File: src/rtl/reg_file_mp.sv
// Multi-port register file with producer scoreboard and a swept array clear.
// Optional macro REG_FILE_MP_BYPASS_EN forwards same-cycle write data to reads.
module reg_file_mp #(
    parameter int DATA_W   = 32,
    parameter int ADDR_W   = 5,
    parameter int NUM_RD   = 2,
    parameter int ZERO_REG = 1
) (
    input  logic                       clk,
    input  logic                       rst,
    input  logic [NUM_RD*ADDR_W-1:0]   rd_addr,
    output logic [NUM_RD*DATA_W-1:0]   rd_data,
    output logic [NUM_RD-1:0]          rd_pend,
    input  logic                       wr0_en,
    input  logic [ADDR_W-1:0]          wr0_addr,
    input  logic [DATA_W-1:0]          wr0_data,
    input  logic                       wr1_en,
    input  logic [ADDR_W-1:0]          wr1_addr,
    input  logic [DATA_W-1:0]          wr1_data,
    input  logic                       sb_set_en,
    input  logic [ADDR_W-1:0]          sb_set_addr,
    input  logic                       clear_req,
    output logic                       clear_busy,
    output logic                       clear_done
);

    localparam int DEPTH = 1 << ADDR_W;
    localparam logic [ADDR_W:0] LAST = (ADDR_W+1)'(DEPTH - 1);

    typedef enum logic {
        S_IDLE,
        S_CLEAR
    } state_t;

    state_t              r_state;
    state_t              w_state_nxt;
    logic [ADDR_W:0]     r_cnt;
    logic [DEPTH-1:0]    r_pend;
    logic [DEPTH-1:0]    w_pend_nxt;
    logic [DATA_W-1:0]   r_mem [DEPTH];

    logic w_idle;
    logic w_start;
    logic w_open;
    logic w_sweep;
    logic w_wr0;
    logic w_wr1;
    logic w_set;

    function automatic logic f_nz(input logic [ADDR_W-1:0] a);
        return (ZERO_REG == 0) || (a != '0);
    endfunction

    assign w_idle  = rst && (r_state == S_IDLE);
    assign w_start = w_idle && clear_req;
    assign w_open  = w_idle && !clear_req;
    assign w_sweep = rst && (r_state == S_CLEAR);
    assign w_wr0   = w_open && wr0_en && f_nz(wr0_addr);
    assign w_wr1   = w_open && wr1_en && f_nz(wr1_addr);
    assign w_set   = w_open && sb_set_en && f_nz(sb_set_addr);

    always_ff @(posedge clk) begin
        if (!rst) begin
            r_state <= S_CLEAR;
            r_cnt   <= '0;
        end else begin
            r_state <= w_state_nxt;
            if (r_state == S_CLEAR && w_state_nxt == S_CLEAR)
                r_cnt <= r_cnt + 1'b1;
            else
                r_cnt <= '0;
        end
    end

    always_comb begin
        w_state_nxt = r_state;
        unique case (r_state)
            S_IDLE:  if (clear_req) w_state_nxt = S_CLEAR;
            S_CLEAR: if (r_cnt == LAST) w_state_nxt = S_IDLE;
            default: w_state_nxt = S_CLEAR;
        endcase
    end

    always_comb begin
        clear_busy = !rst || (r_state == S_CLEAR);
        clear_done = w_sweep && (r_cnt == LAST);
    end

    // Set wins over a same-cycle clearing write to the same index.
    always_comb begin
        w_pend_nxt = r_pend;
        for (int i = 0; i < DEPTH; i++) begin
            if (w_wr0 && wr0_addr == ADDR_W'(i)) w_pend_nxt[i] = 1'b0;
            if (w_wr1 && wr1_addr == ADDR_W'(i)) w_pend_nxt[i] = 1'b0;
            if (w_set && sb_set_addr == ADDR_W'(i)) w_pend_nxt[i] = 1'b1;
        end
    end

    always_ff @(posedge clk) begin
        if (!rst || w_start)
            r_pend <= '0;
        else
            r_pend <= w_pend_nxt;
    end

    // No reset on the array so it can map to RAM; the sweep zeroes it.
    always_ff @(posedge clk) begin
        if (w_sweep) begin
            r_mem[r_cnt[ADDR_W-1:0]] <= '0;
        end else begin
            if (w_wr0) r_mem[wr0_addr] <= wr0_data;
            if (w_wr1) r_mem[wr1_addr] <= wr1_data;
        end
    end

    for (genvar k = 0; k < NUM_RD; k++) begin : g_rd
        logic [ADDR_W-1:0] w_ra;
        logic [DATA_W-1:0] w_rdv;
        logic              w_pv;

        assign w_ra = rd_addr[k*ADDR_W +: ADDR_W];

        always_comb begin
            w_rdv = r_mem[w_ra];
            w_pv  = r_pend[w_ra];
`ifdef REG_FILE_MP_BYPASS_EN
            if (w_wr0 && wr0_addr == w_ra) begin
                w_rdv = wr0_data;
                w_pv  = 1'b0;
            end
            if (w_wr1 && wr1_addr == w_ra) begin
                w_rdv = wr1_data;
                w_pv  = 1'b0;
            end
`else
            w_rdv = w_rdv;
`endif
            if (clear_busy || !f_nz(w_ra)) begin
                w_rdv = '0;
                w_pv  = 1'b0;
            end
        end

        assign rd_data[k*DATA_W +: DATA_W] = w_rdv;
        assign rd_pend[k]                  = w_pv;
    end

endmodule

File: config.mk
export PLATFORM = sky130hd
export DESIGN_NAME = reg_file_mp
export DESIGN_NICKNAME = d
export VERILOG_FILES = /design/src/rtl/reg_file_mp.sv
export SDC_FILE = /design/constraint.sdc
export NUM_CORES = 2
export LEC_CHECK = 0
export CAP_MARGIN = 10
export CORE_ASPECT_RATIO = 2
export CORE_MARGIN = 8
export CORE_UTILIZATION = 58
export DETAILED_ROUTE_END_ITERATION = 10
export DONT_BUFFER_PORTS = 1
export GPL_ROUTABILITY_DRIVEN = 1
export PLACE_DENSITY = 0.74
export SETUP_SLACK_MARGIN = 0.05
export SYNTH_ARGS = -nofsm -noshare
export SYNTH_HDL_FRONTEND = slang
export SYNTH_SLANG_ARGS = --single-unit
File: constraint.sdc
create_clock -name clk -period 6.11 [get_ports clk]
set_input_delay 1.222 -clock clk [delete_from_list [all_inputs] [get_ports clk]]
set_output_delay 1.222 -clock clk [all_outputs]
set_load 0.05 [all_outputs]
==> impl_metrics.ini <==
[sta]
hold_viol = 0
tightest_slew_ns = 1.36
relSlewSlack_pct = 9.54
tns_ns = 0
fmax_mhz = 191
drv_slew = 0
finalHoldWorstSlack_ns = 0.496
finClkSkew_ns = 0.0201
period_share_pct = 85.9
layout_setup_ws_ns = 0.864
rsz0062_at_grt = no
setup_viol = 0
period_needed_ns = 5.25

[worst_setup_path]
r2r_slack_ns = 1.98
crit_start = rd_addr[6]
arrival_ns = 4.02
reg2reg_from = r_state
critPathLaunchType = input port
reg2regPathDepth = 5
r2r-end = r_mem[27][8]
criticalPathCategory = in2out
crit_required_ns = 4.89
end_kind = output pin
path_max_fanout = 269

[cts]
cts_resized = 0
cts_made_buffers = 92
tritoncts = done
clkTransAtPathRegs_ns = 0.07
clk_latency_ns = 0.72
cts_hold_buf = 0
clockRootBuffer = clkbuf_16
cts.sinks = 1063
clockBufferDepth = 3
postCtsSetupBuffers = 0
cts_htree_levels = 3

[yosys]
synth-edff-count = 1024
avgSynthCellArea_um2 = 11.0
synth_top_area_share_pct = 50.3
async_reset_ff_share_pct = 0
synth_cell_type_count = 56
yosys_warnings = 0
synth.largest_area_cell = edfxtp_1
yosys-top-cells-area = edfxtp_1 50%, mux4_2 9.7%, mux2i_1 8.7%
syn_inst = 5538
yosysSeqAreaShare_pct = 51.6
synth_flop_cell = edfxtp_1
syn_area_um2 = 61200
yosys_register_bits = 1063
syn-num-nets = 5634

[power_and_ir_drop]
power_density_nw_per_um2 = 229
p_total_mw = 14.9
p_sw_share_pct = 22.0
comb_power_share_pct = 5.3
seqPwrFrac_pct = 53.1
ir_drop_mv = 0.256
p_switching_mw = 3.28
pwr-share-clk_pct = 41.6
p_int_mw = 11.6
p_leak_nw = 23.3

[layout]
final_util_pct = 62.1
final_common_cell = nand2_1
fin_cells = 6547
stdcell_area_um2 = 65000
area_growth_pct = 6.30
layout_common_cells = 1106 x nand2_1, 1024 x edfxtp_1, 777 x o21ai_0
seq_area_um2 = 31500
multi_input_area_um2 = 27300
nets = 5195
nFillCells = 7981
layout-drive-gt1-share_pct = 12.9

[floorplanning]
rows = 168
io_pins = 163
core-area_um2 = 105000
die-area_um2 = 117000
die_w_um = 246
die_h_um = 475
initial_core_util_pct = 58.4

[global_routing]
grt_pass1_wl_um = 335000
grt_pass1_vias = 48700
grt_usage_pct = 40.1
grt_overflow_total = 0
grt_max_degree = 270
antenna_found_initial = 14

[routing]
postRouteAntennaNets = 0
vias = 49500
routed_wl_um = 239000
first_pass_iters = 11
drc = 2
routed_via_density = 7.56
drt_iter0_drc = 7807
post_drt_wl_per_cell_um = 36.5

[placement]
gp_congestion = 0.979
dp_hpwl_um = 140000
post-place-ws_ns = 1.19
numPortBuffers = 0
postPlaceCellArea_um2 = 61900
dp_cells = 6365

[run]
max_cap_viol_count = 0

[status]
violations = design-rule violations
status = complete, but fails checks

[worst_hold_path]
hp-start = r_cnt[0]
min_path_type = reg2reg
whs_path_depth = 1
hold_end = r_cnt[0]
==> state kept, by name, summed over array words and instances (netlist names) <==
signal   flops
r_cnt        6
r_mem     1024
r_pend      32
r_state      1
==> power groups by stage <==
stage / clock (mW) / combinational (mW) / sequential (mW)
after floorplan: 0 / 0.722 / 8.08
after global placement: 0 / 0.737 / 8.08
after detailed placement: 0 / 0.741 / 8.09
after CTS: 6.16 / 0.743 / 7.93
after global routing: 6.38 / 0.776 / 7.93
final: 6.21 / 0.789 / 7.93
==> worst max-delay path, cell delays in order <==
cell and delay, ns:
nor2_4 1.09, buf_12 0.33, a22oi_1 0.10, nand3_1 0.16, o2111ai_1 0.65
==> layer usage <==
layer	up-vias	wire [µm]	global-route usage, %
met5	-	40	0
met4	6	27300	37.1
met3	1546	34200	13.1
met2	4614	109000	62.8
met1	23400	68700	42.4
li1	20000	-	-
==> synth_stat cells (16+ instances only) <==
| cell type | count |
|---|---|
| nor4_2 | 17 |
| o21ai_1 | 217 |
| nor2_1 | 22 |
| o211ai_1 | 31 |
| dfxtp_1 | 39 |
| nor2b_1 | 16 |
| o21ai_0 | 777 |
| nand3_1 | 143 |
| a22o_1 | 66 |
| a22oi_1 | 264 |
| nand2_1 | 1106 |
| a21oi_1 | 70 |
| o2111ai_1 | 66 |
| buf_1 | 19 |
| clkbuf_1 | 393 |
| o22ai_1 | 32 |
| buf_4 | 35 |
| mux2i_1 | 529 |
| edfxtp_1 | 1024 |
| buf_2 | 228 |
| mux4_2 | 264 |
| inv_1 | 50 |
| o21bai_1 | 18 |
==> kinds of logic (layout without fill, tap and decap cells) <==
logic type,after synthesis,in the layout,synth area share [%]
mux,793,793,18.4
compound gates,1566,1566,15.1
flops,1063,1063,51.6
fa+ha+maj,1,1,0.0205
other cells,0,11,0
simple gates,1382,1382,9.70
buf+inv,729,367,5.20
xor+xnor,4,4,0.0573
==> worst max-delay path by stage <==
stage	end	slack (ns)	cells after the start
after floorplan	r_mem[11][0]	0.87	6
after global placement	rd_data[44]	1.22	5
after detailed placement	rd_data[44]	1.19	5
after CTS	rd_data[44]	1.19	5
after global routing	rd_data[44]	1.02	5
final	rd_data[46]	0.86	5
==> final cells by class <==
cell class | instances | share of cell area (%)
Tap cell | 1360 | 2.62
Antenna cell | 11 | 0.0423
Clock buffer | 113 | 3.83
Inverter | 50 | 0.289
Clock inverter | 58 | 0.901
Sequential cell | 1063 | 48.5
Timing Repair Buffer | 146 | 1.85
Multi-Input combinational cell | 3746 | 42.0
No activity file was read; power rests on OpenSTA's default activity.
